--- src/rtl/ibex_instr_bus_arbiter.sv ---
// rtl/ibex_instr_bus_arbiter.sv - two-requester instruction fetch arbiter with in-order response routing
// Optional IBEX_INSTR_ARB_RR_EN selects round-robin instead of fixed m0-first priority.
module ibex_instr_bus_arbiter #(
    parameter int MAX_OUTSTANDING = 2,
    localparam int IdxW = (MAX_OUTSTANDING > 1) ? $clog2(MAX_OUTSTANDING) : 1
) (
    input  logic            clk_i,
    input  logic            rst_ni,
    input  logic            m0_req_i,
    input  logic [31:0]     m0_addr_i,
    output logic            m0_gnt_o,
    output logic            m0_rvalid_o,
    input  logic            m1_req_i,
    input  logic [31:0]     m1_addr_i,
    output logic            m1_gnt_o,
    output logic            m1_rvalid_o,
    output logic [31:0]     rdata_o,
    output logic            err_o,
    output logic            instr_req_o,
    output logic [31:0]     instr_addr_o,
    input  logic            instr_gnt_i,
    input  logic            instr_rvalid_i,
    input  logic [31:0]     instr_rdata_i,
    input  logic            instr_err_i,
    output logic [IdxW:0]   outstanding_o,
    output logic            busy_o,
    output logic            spurious_rvalid_o
);

    typedef enum logic {
        IDLE,
        LOCKED
    } state_e;

    localparam logic [IdxW:0]   MaxCnt  = (IdxW+1)'(MAX_OUTSTANDING);
    localparam logic [IdxW-1:0] LastIdx = IdxW'(MAX_OUTSTANDING - 1);

    state_e                     state_q, state_d;
    logic                       lock_q, lock_d;
    logic                       pri_sel, sel, lock_hold, space, bus_gnt;
    logic                       empty, push, pop, head;
    logic [31:0]                sel_addr;
    logic [MAX_OUTSTANDING-1:0] owner_q;
    logic [IdxW-1:0]            wptr_q, rptr_q;
    logic [IdxW:0]              cnt_q;
    logic                       spurious_q;
    logic                       unused_addr_bits;

`ifdef IBEX_INSTR_ARB_RR_EN
    logic prio_q;

    // Priority pointer always points at the requester that lost the last grant.
    always_ff @(posedge clk_i or negedge rst_ni) begin
        if (!rst_ni) begin
            prio_q <= 1'b0;
        end else if (bus_gnt) begin
            prio_q <= ~sel;
        end
    end

    assign pri_sel = (m0_req_i & m1_req_i) ? prio_q : m1_req_i;
`else
    assign pri_sel = m1_req_i & ~m0_req_i;
`endif

    // A lock only holds while its owner still requests; a dropped request falls back to priority.
    assign lock_hold = (state_q == LOCKED) & (lock_q ? m1_req_i : m0_req_i);
    assign sel       = lock_hold ? lock_q : pri_sel;

    assign space        = (cnt_q < MaxCnt);
    assign instr_req_o  = space & (m0_req_i | m1_req_i);
    assign bus_gnt      = instr_req_o & instr_gnt_i;
    assign sel_addr     = sel ? m1_addr_i : m0_addr_i;
    assign instr_addr_o = {sel_addr[31:2], 2'b00};
    assign m0_gnt_o     = bus_gnt & ~sel;
    assign m1_gnt_o     = bus_gnt & sel;
    assign unused_addr_bits = ^sel_addr[1:0];

    always_ff @(posedge clk_i or negedge rst_ni) begin
        if (!rst_ni) begin
            state_q <= IDLE;
            lock_q  <= 1'b0;
        end else begin
            state_q <= state_d;
            lock_q  <= lock_d;
        end
    end

    always_comb begin
        state_d = state_q;
        lock_d  = lock_q;
        case (state_q)
            IDLE: begin
                if (instr_req_o && !instr_gnt_i) begin
                    state_d = LOCKED;
                    lock_d  = sel;
                end
            end
            LOCKED: begin
                if (!lock_hold) begin
                    if (instr_req_o && !instr_gnt_i) begin
                        lock_d = sel;
                    end else begin
                        state_d = IDLE;
                    end
                end else if (bus_gnt) begin
                    state_d = IDLE;
                end
            end
            default: state_d = IDLE;
        endcase
    end

    function automatic logic [IdxW-1:0] ptr_inc(input logic [IdxW-1:0] p);
        return (p == LastIdx) ? '0 : p + 1'b1;
    endfunction

    assign empty = (cnt_q == '0);
    assign push  = bus_gnt;
    assign pop   = instr_rvalid_i & ~empty;
    assign head  = owner_q[rptr_q];

    always_ff @(posedge clk_i or negedge rst_ni) begin
        if (!rst_ni) begin
            owner_q    <= '0;
            wptr_q     <= '0;
            rptr_q     <= '0;
            cnt_q      <= '0;
            spurious_q <= 1'b0;
        end else begin
            if (push) begin
                owner_q[wptr_q] <= sel;
                wptr_q          <= ptr_inc(wptr_q);
            end
            if (pop) begin
                rptr_q <= ptr_inc(rptr_q);
            end
            if (push && !pop) begin
                cnt_q <= cnt_q + 1'b1;
            end else if (pop && !push) begin
                cnt_q <= cnt_q - 1'b1;
            end
            if (instr_rvalid_i && empty) begin
                spurious_q <= 1'b1;
            end
        end
    end

    assign m0_rvalid_o       = pop & ~head;
    assign m1_rvalid_o       = pop & head;
    assign rdata_o           = instr_rdata_i;
    assign err_o             = instr_err_i;
    assign outstanding_o     = cnt_q;
    assign busy_o            = (cnt_q != '0) | instr_req_o;
    assign spurious_rvalid_o = spurious_q;

endmodule

--- config.mk ---
export PLATFORM = sky130hd
export DESIGN_NAME = ibex_instr_bus_arbiter
export DESIGN_NICKNAME = d
export VERILOG_FILES = /design/src/rtl/ibex_instr_bus_arbiter.sv
export SDC_FILE = /design/constraint.sdc
export NUM_CORES = 1
export LEC_CHECK = 0
export CORE_AREA = 2 2 69 71
export CTS_CLUSTER_DIAMETER = 80
export DETAILED_ROUTE_END_ITERATION = 8
export DIE_AREA = 0 0 71 73
export DONT_BUFFER_PORTS = 1
export SLEW_MARGIN = 20
export SYNTH_ARGS = -nofsm -noshare
export SYNTH_HDL_FRONTEND = slang
export SYNTH_SLANG_ARGS = --single-unit
--- constraint.sdc ---
create_clock -name clk_i -period 2 [get_ports clk_i]
set_input_delay 0.2 -clock clk_i [delete_from_list [all_inputs] [get_ports clk_i]]
set_output_delay 0.2 -clock clk_i [all_outputs]
set_load 0.01 [all_outputs]
==> results of run 1 <==
## state kept, by name, summed over array words and instances, names as in the netlist
register           count
owner_q                2
outstanding_o          2
wptr_q                 1
spurious_rvalid_o      1
rptr_q                 1
state_q                1
lock_q                 1
## where the power goes
part	internal [mW]	switching, mW
clock	0.139	0.0709
combinational	0.300	0.306
sequential	0.266	0.0798
## layout by cell type, fill, tap and decap left out
cell type / Yosys / layout
mux2_4: 27 / 27
dfrtp_1: 9 / 9
nor2_1: 6 / 6
nand2_1: 5 / 5
inv_1: 3 / 3
o21ai_0: 3 / 3
mux2i_1: 3 / 3
mux2_2: 3 / 3
xnor2_1: 3 / 3
clkbuf_8: 0 / 3
a21oi_1: 2 / 2
xor2_1: 2 / 2
conb_1: 1 / 2
buf_4: 35 / 2
a21bo_4: 1 / 1
nand2_8: 1 / 1
o21ba_2: 1 / 1
nor2b_1: 1 / 1
and3_1: 1 / 1
and3b_2: 1 / 1
nand3_1: 1 / 1
a21o_1: 1 / 1
nand3b_1: 1 / 1
o2bb2ai_1: 1 / 1
ha_1: 1 / 1
clkbuf_1: 0 / 1
dlygate4sd3_1: 0 / 1
## worst max path at each step
| stage | startpoint | end | slack (ns) | cells after the start |
|---|---|---|---|---|
| 6_report | state_q | instr_addr_o[4] | 0.21 | 3 |
| 5_1_grt | state_q | instr_addr_o[4] | 0.15 | 3 |
| 3_3_place_gp | lock_q | instr_addr_o[4] | 0.48 | 3 |
| 4_1_cts | state_q | instr_addr_o[4] | 0.20 | 3 |
| 3_5_place_dp | lock_q | instr_addr_o[4] | 0.45 | 3 |
| 2_1_floorplan | outstanding_o[1] | outstanding_o[1] | 0.47 | 7 |
## cells by family (layout without fill, tap and decap cells)
family	after synthesis	in the layout
xor gates and xnor gates	5	5
DFF	9	9
muxes	33	33
AOI/OAI and AO/OA	9	9
and+or+nand+nor	17	17
adders and majority gates	1	1
other	1	2
buffers and inverters	42	10
## worst register-to-register path, cell delays in order (launching register included)
cell     delay (ns)
dfrtp_1        0.37
o21ba_2        0.31
nand2_1        0.14
inv_1          0.09
ha_1           0.15
xor2_1         0.16
nor2_1         0.07
xor2_1         0.14
## per-layer routing
| metal | routed length [um] | track usage | up-vias |
|---|---|---|---|
| met3 | 448 | 0.0511 | 4 |
| met2 | 1550 | 0.189 | 95 |
| li1 | - | - | 292 |
| met1 | 984 | 0.101 | 318 |
| met4 | 20 | 0.0482 | 0 |
| met5 | 0 | 0 | - |
## layout make-up
class	instances	share of cell area
Inverter	3	0.0105
Clock buffer	4	0.0421
Timing Repair Buffer	3	0.0234
Multi-Input combinational cell	67	0.651
Tap cell	54	0.0631
Sequential cell	9	0.210
==> flow_summary.json, run 1 <==
{
  "r2r-start": "outstanding_o[1]",
  "routed_wl_um": 3000,
  "cp_max_fo": 33,
  "drc": 0,
  "cts_tree": "yes",
  "path_delay_family": "flip-flops",
  "multi_input_area_um2": 697,
  "dr.pass1.iters": 4,
  "cts_max_path_buffers": 2,
  "dp_hpwl_um": 2650,
  "crit_arrival_ns": 1.59,
  "vias": 709,
  "reg2reg_to": "outstanding_o[1]",
  "synth_area_mm2": 0.00126,
  "grt_usage": 0.105,
  "drtIter0Drc": 13,
  "synth_warnings": 0,
  "crit_path_top_delay_cell": "dfrtp_1",
  "finalSetupViolCount": 0,
  "gp_congestion": 0.651,
  "drive_above_1_share": 0.453,
  "synth.most_common_cell": "buf_4",
  "synth.top_cell.area_share": 0.322,
  "hold_class": "in -> reg",
  "yosys.area_share.simple": 0.0766,
  "path_clk_slew_ns": 0.05,
  "grt_pass1_vias": 788,
  "die_y_um": 73,
  "ys_types": 26,
  "synth.area.mux_share": 0.373,
  "die_area_mm2": 0.00518,
  "vdd.ir_drop.worst_v": 0.000630,
  "cts_max_level": 1,
  "min_from": "m0_req_i",
  "antenna_cells": 0,
  "nets": 191,
  "holdPathStages": 1,
  "critPathCaptureType": "primary output",
  "hold-path-endpoint": "lock_q",
  "ff_latch_area_um2": 225,
  "yosys.area_share.adder": 0.00995,
  "p_leak_nw": 0.528,
  "viasPerCell": 5.06,
  "coreArea_mm2": 0.00454,
  "synth_top_cells_by_area": "mux2_4 (32%), buf_4 (21%), dfrtp_1 (18%)",
  "synth_area_per_cell_um2": 10.7,
  "synth_compound_gate_area_share": 0.0537,
  "clock-root-buffer": "clkbuf_8",
  "antenna_found_initial": 0,
  "netlist_instances": 117,
  "synth-seq-cells": 9,
  "synth-edff-count": 0,
  "post-place-cells": 135,
  "powerDensity_mw_per_mm2": 1080,
  "crit_buf_inv": 0,
  "hold_ws_ns": 0.0545,
  "initial_core_util": 0.277,
  "area_growth_pct": -14.8,
  "yosysSeqAreaShare": 0.179,
  "r2r_slack_ns": 0.46,
  "timing.final.crit_share": 0.894,
  "yosys.area.top_type": "mux2_4",
  "grt_start_max_net_pins": 34,
  "port_buffers": 0,
  "synthFlopType": "dfrtp_1",
  "reg2reg_depth": 7,
  "die_width_um": 71,
  "final_cell_area_mm2": 0.00107,
  "period_needed_ns": 1.79,
  "fillCellCount": 469,
  "fmax_mhz": 559,
  "grt_overflow": 0,
  "synth-async-reset-ratio": 1.00,
  "worstSetupPathType": "reg -> out",
  "cts_buffers": 3,
  "slew_viol_final": 0,
  "post-place-ws_ns": 0.452,
  "cp.required_ns": 1.80,
  "synth_xor_area_frac": 0.0348,
  "boundaryPins": 177,
  "cap_violations": 0,
  "routedWlPerCell_um": 21.4,
  "total_power_mw": 1.16,
  "tns_ns": 0,
  "cp_slowest_stage_delay_ns": 0.41,
  "finClkSkew_ns": 0.00353,
  "setup_slack_ns": 0.211,
  "ant_nets": 0,
  "crit_path_start_kind": "flip-flop",
  "rows": 25,
  "placed_cell_area_mm2": 0.00102,
  "grt_first_pass_wirelength_um": 4110,
  "cts_sinks": 9,
  "post-cts-setup-buffers": 0,
  "clk_latency_ns": 0.23,
  "outcome": "finished clean",
  "final_core_util": 0.236,
  "rsz0062_at_grt": "false",
  "synth_top_family_by_area": "multiplexers",
  "synthTopCellsByCount": "buf_4 (35), mux2_4 (27), dfrtp_1 (9), nor2_1 (6), nand2_1 (5)",
  "stdcell_count": 140,
  "hold_viol_final": 0,
  "cts-resized-gates": 0,
  "crit_chain": "a21bo_4, nand2_8, mux2_2",
  "postCtsHoldBufs": 1
}
No activity file was read; power rests on OpenSTA's default activity.
==> inputs of run 2 (changes only) <==
--- a/config.mk
+++ b/config.mk
@@ -5,11 +5,13 @@
 export SDC_FILE = /design/constraint.sdc
 export NUM_CORES = 1
 export LEC_CHECK = 0
-export CORE_AREA = 2 2 69 71
+export CORE_AREA = 4 4 67 69
 export CTS_CLUSTER_DIAMETER = 80
+export CTS_CLUSTER_SIZE = 10
 export DETAILED_ROUTE_END_ITERATION = 8
 export DIE_AREA = 0 0 71 73
 export DONT_BUFFER_PORTS = 1
+export SKIP_LAST_GASP = 1
 export SLEW_MARGIN = 20
 export SYNTH_ARGS = -nofsm -noshare
 export SYNTH_HDL_FRONTEND = slang
==> run 2 against run 1 <==
Net effect:
- worst setup slack gained 0.0041 ns
- first-iteration DRC count rose by 92%
- final cell count shrank 4.3%
- largest power group unchanged
- clock skew shrank 0.0031 ns
- final area is 1.9% lower
- die area unchanged
- fmax grew 0.23%
- global-route usage is 0.79 points lower
- flip-flop and latch count unchanged
- critical path depth is the same
==> flow_summary.json, run 2 (synthesis results as in run 1) <==
{
  "setup_slack_ns": 0.215,
  "cp.required_ns": 1.80,
  "vias": 701,
  "routedWlPerCell_um": 21.2,
  "cp_max_fo": 33,
  "cts_sinks": 9,
  "cts-resized-gates": 0,
  "die_area_mm2": 0.00518,
  "fillCellCount": 414,
  "initial_core_util": 0.321,
  "drive_above_1_share": 0.440,
  "hold_viol_final": 0,
  "post-cts-setup-buffers": 0,
  "grt_pass1_vias": 748,
  "vdd.ir_drop.worst_v": 0.000531,
  "die_y_um": 73,
  "grt_usage": 0.0970,
  "tns_ns": 0,
  "worstSetupPathType": "reg -> out",
  "antenna_found_initial": 0,
  "clock-root-buffer": "clkbuf_8",
  "cap_violations": 0,
  "postCtsHoldBufs": 1,
  "clk_latency_ns": 0.23,
  "routed_wl_um": 2840,
  "finClkSkew_ns": 0.000409,
  "slew_viol_final": 0,
  "cts_tree": "yes",
  "drc": 0,
  "grt_first_pass_wirelength_um": 3830,
  "worst_pin_slew_ns": 0.517,
  "drtIter0Drc": 25,
  "cts_max_path_buffers": 2,
  "r2r-start": "outstanding_o[1]",
  "critPathCaptureType": "primary output",
  "dr.pass1.iters": 3,
  "total_power_mw": 1.12,
  "rsz0062_at_grt": "false",
  "cts_buffers": 3,
  "timing.final.crit_share": 0.892,
  "cp-startpoint": "lock_q",
  "grt_overflow": 0,
  "viasPerCell": 5.23,
  "gp_congestion": 0.730,
  "outcome": "finished clean",
  "path_clk_slew_ns": 0.04,
  "final_cell_area_mm2": 0.00105,
  "coreArea_mm2": 0.00391,
  "hold_class": "in -> reg",
  "die_width_um": 71,
  "area_growth_pct": -16.4,
  "rows": 23,
  "antenna_cells": 0,
  "post-place-ws_ns": 0.281,
  "dp_hpwl_um": 2550,
  "grt_start_max_net_pins": 34,
  "nets": 189,
  "finalSetupViolCount": 0,
  "worst_slew_margin_rel": 0.652,
  "layout_common_cells": "mux2_4 (27), dfrtp_1 (9), nor2_1 (6)",
  "hold_ws_ns": 0.0479,
  "min_from": "m0_req_i",
  "fmax_mhz": 560,
  "crit_path_start_kind": "flip-flop",
  "crit_arrival_ns": 1.58,
  "final_common_cell": "mux2_4",
  "boundaryPins": 177,
  "cts_max_level": 1,
  "port_buffers": 0,
  "powerDensity_mw_per_mm2": 1070,
  "placed_cell_area_um2": 996,
  "p_leak_nw": 0.518,
  "ant_nets": 0,
  "period_needed_ns": 1.78
}
-- run 2: cell types whose count changed in the layout (fill, tap and decap cells not counted) --
cell / before / now
buf_4: 2 / 0
-- run 2: final timing paths --
check / endpoint / slack (ns) / cells after the start
worst min register to register: rptr_q / 0.49 / 1
min in group asynchronous: outstanding_o[0] / 0.34 / 1
max in group asynchronous: rptr_q / 1.37 / 1
worst max-delay path: instr_addr_o[3] / 0.22 / 3
worst max register to register: outstanding_o[1] / 0.29 / 5
worst min-delay path: lock_q / 0.05 / 1
-- run 2: power by group --
part	leakage (nW)	internal, mW	switching (mW)	total (mW)
Sequential	0.103	0.266	0.102	0.367
Combinational	0.392	0.279	0.267	0.545
Clock	0.0228	0.139	0.0692	0.208
-- run 2: cell type report --
| cell class | count | area, um2 | area share |
|---|---|---|---|
| multi-input cells | 67 | 697 | 0.663 |
| flip-flops and latches | 9 | 225 | 0.214 |
| well taps | 50 | 62.6 | 0.0595 |
| clock buffers | 4 | 45.0 | 0.0429 |
| inverters | 3 | 11.3 | 0.0107 |
| repair buffers | 1 | 10.0 | 0.00952 |
-- run 2: stage by stage --
step           std cells   util
2_1_floorplan        118      -
3_3_place_gp         129  0.254
3_5_place_dp         129  0.254
4_1_cts              134  0.269
5_1_grt              134  0.269
6_report             134  0.269
-- run 2: layer usage --
layer / share of wire / global-route usage
met5: 0 / 0
met4: 0.0081 / 0.0334
met3: 0.15 / 0.0551
met2: 0.52 / 0.176
met1: 0.32 / 0.0916
-- run 2: worst max-delay path: stages, from the launching register on --
cell and delay (ns):
dfrtp_1 0.42, a21bo_4 0.25, nand2_8 0.25, mux2_2 0.42
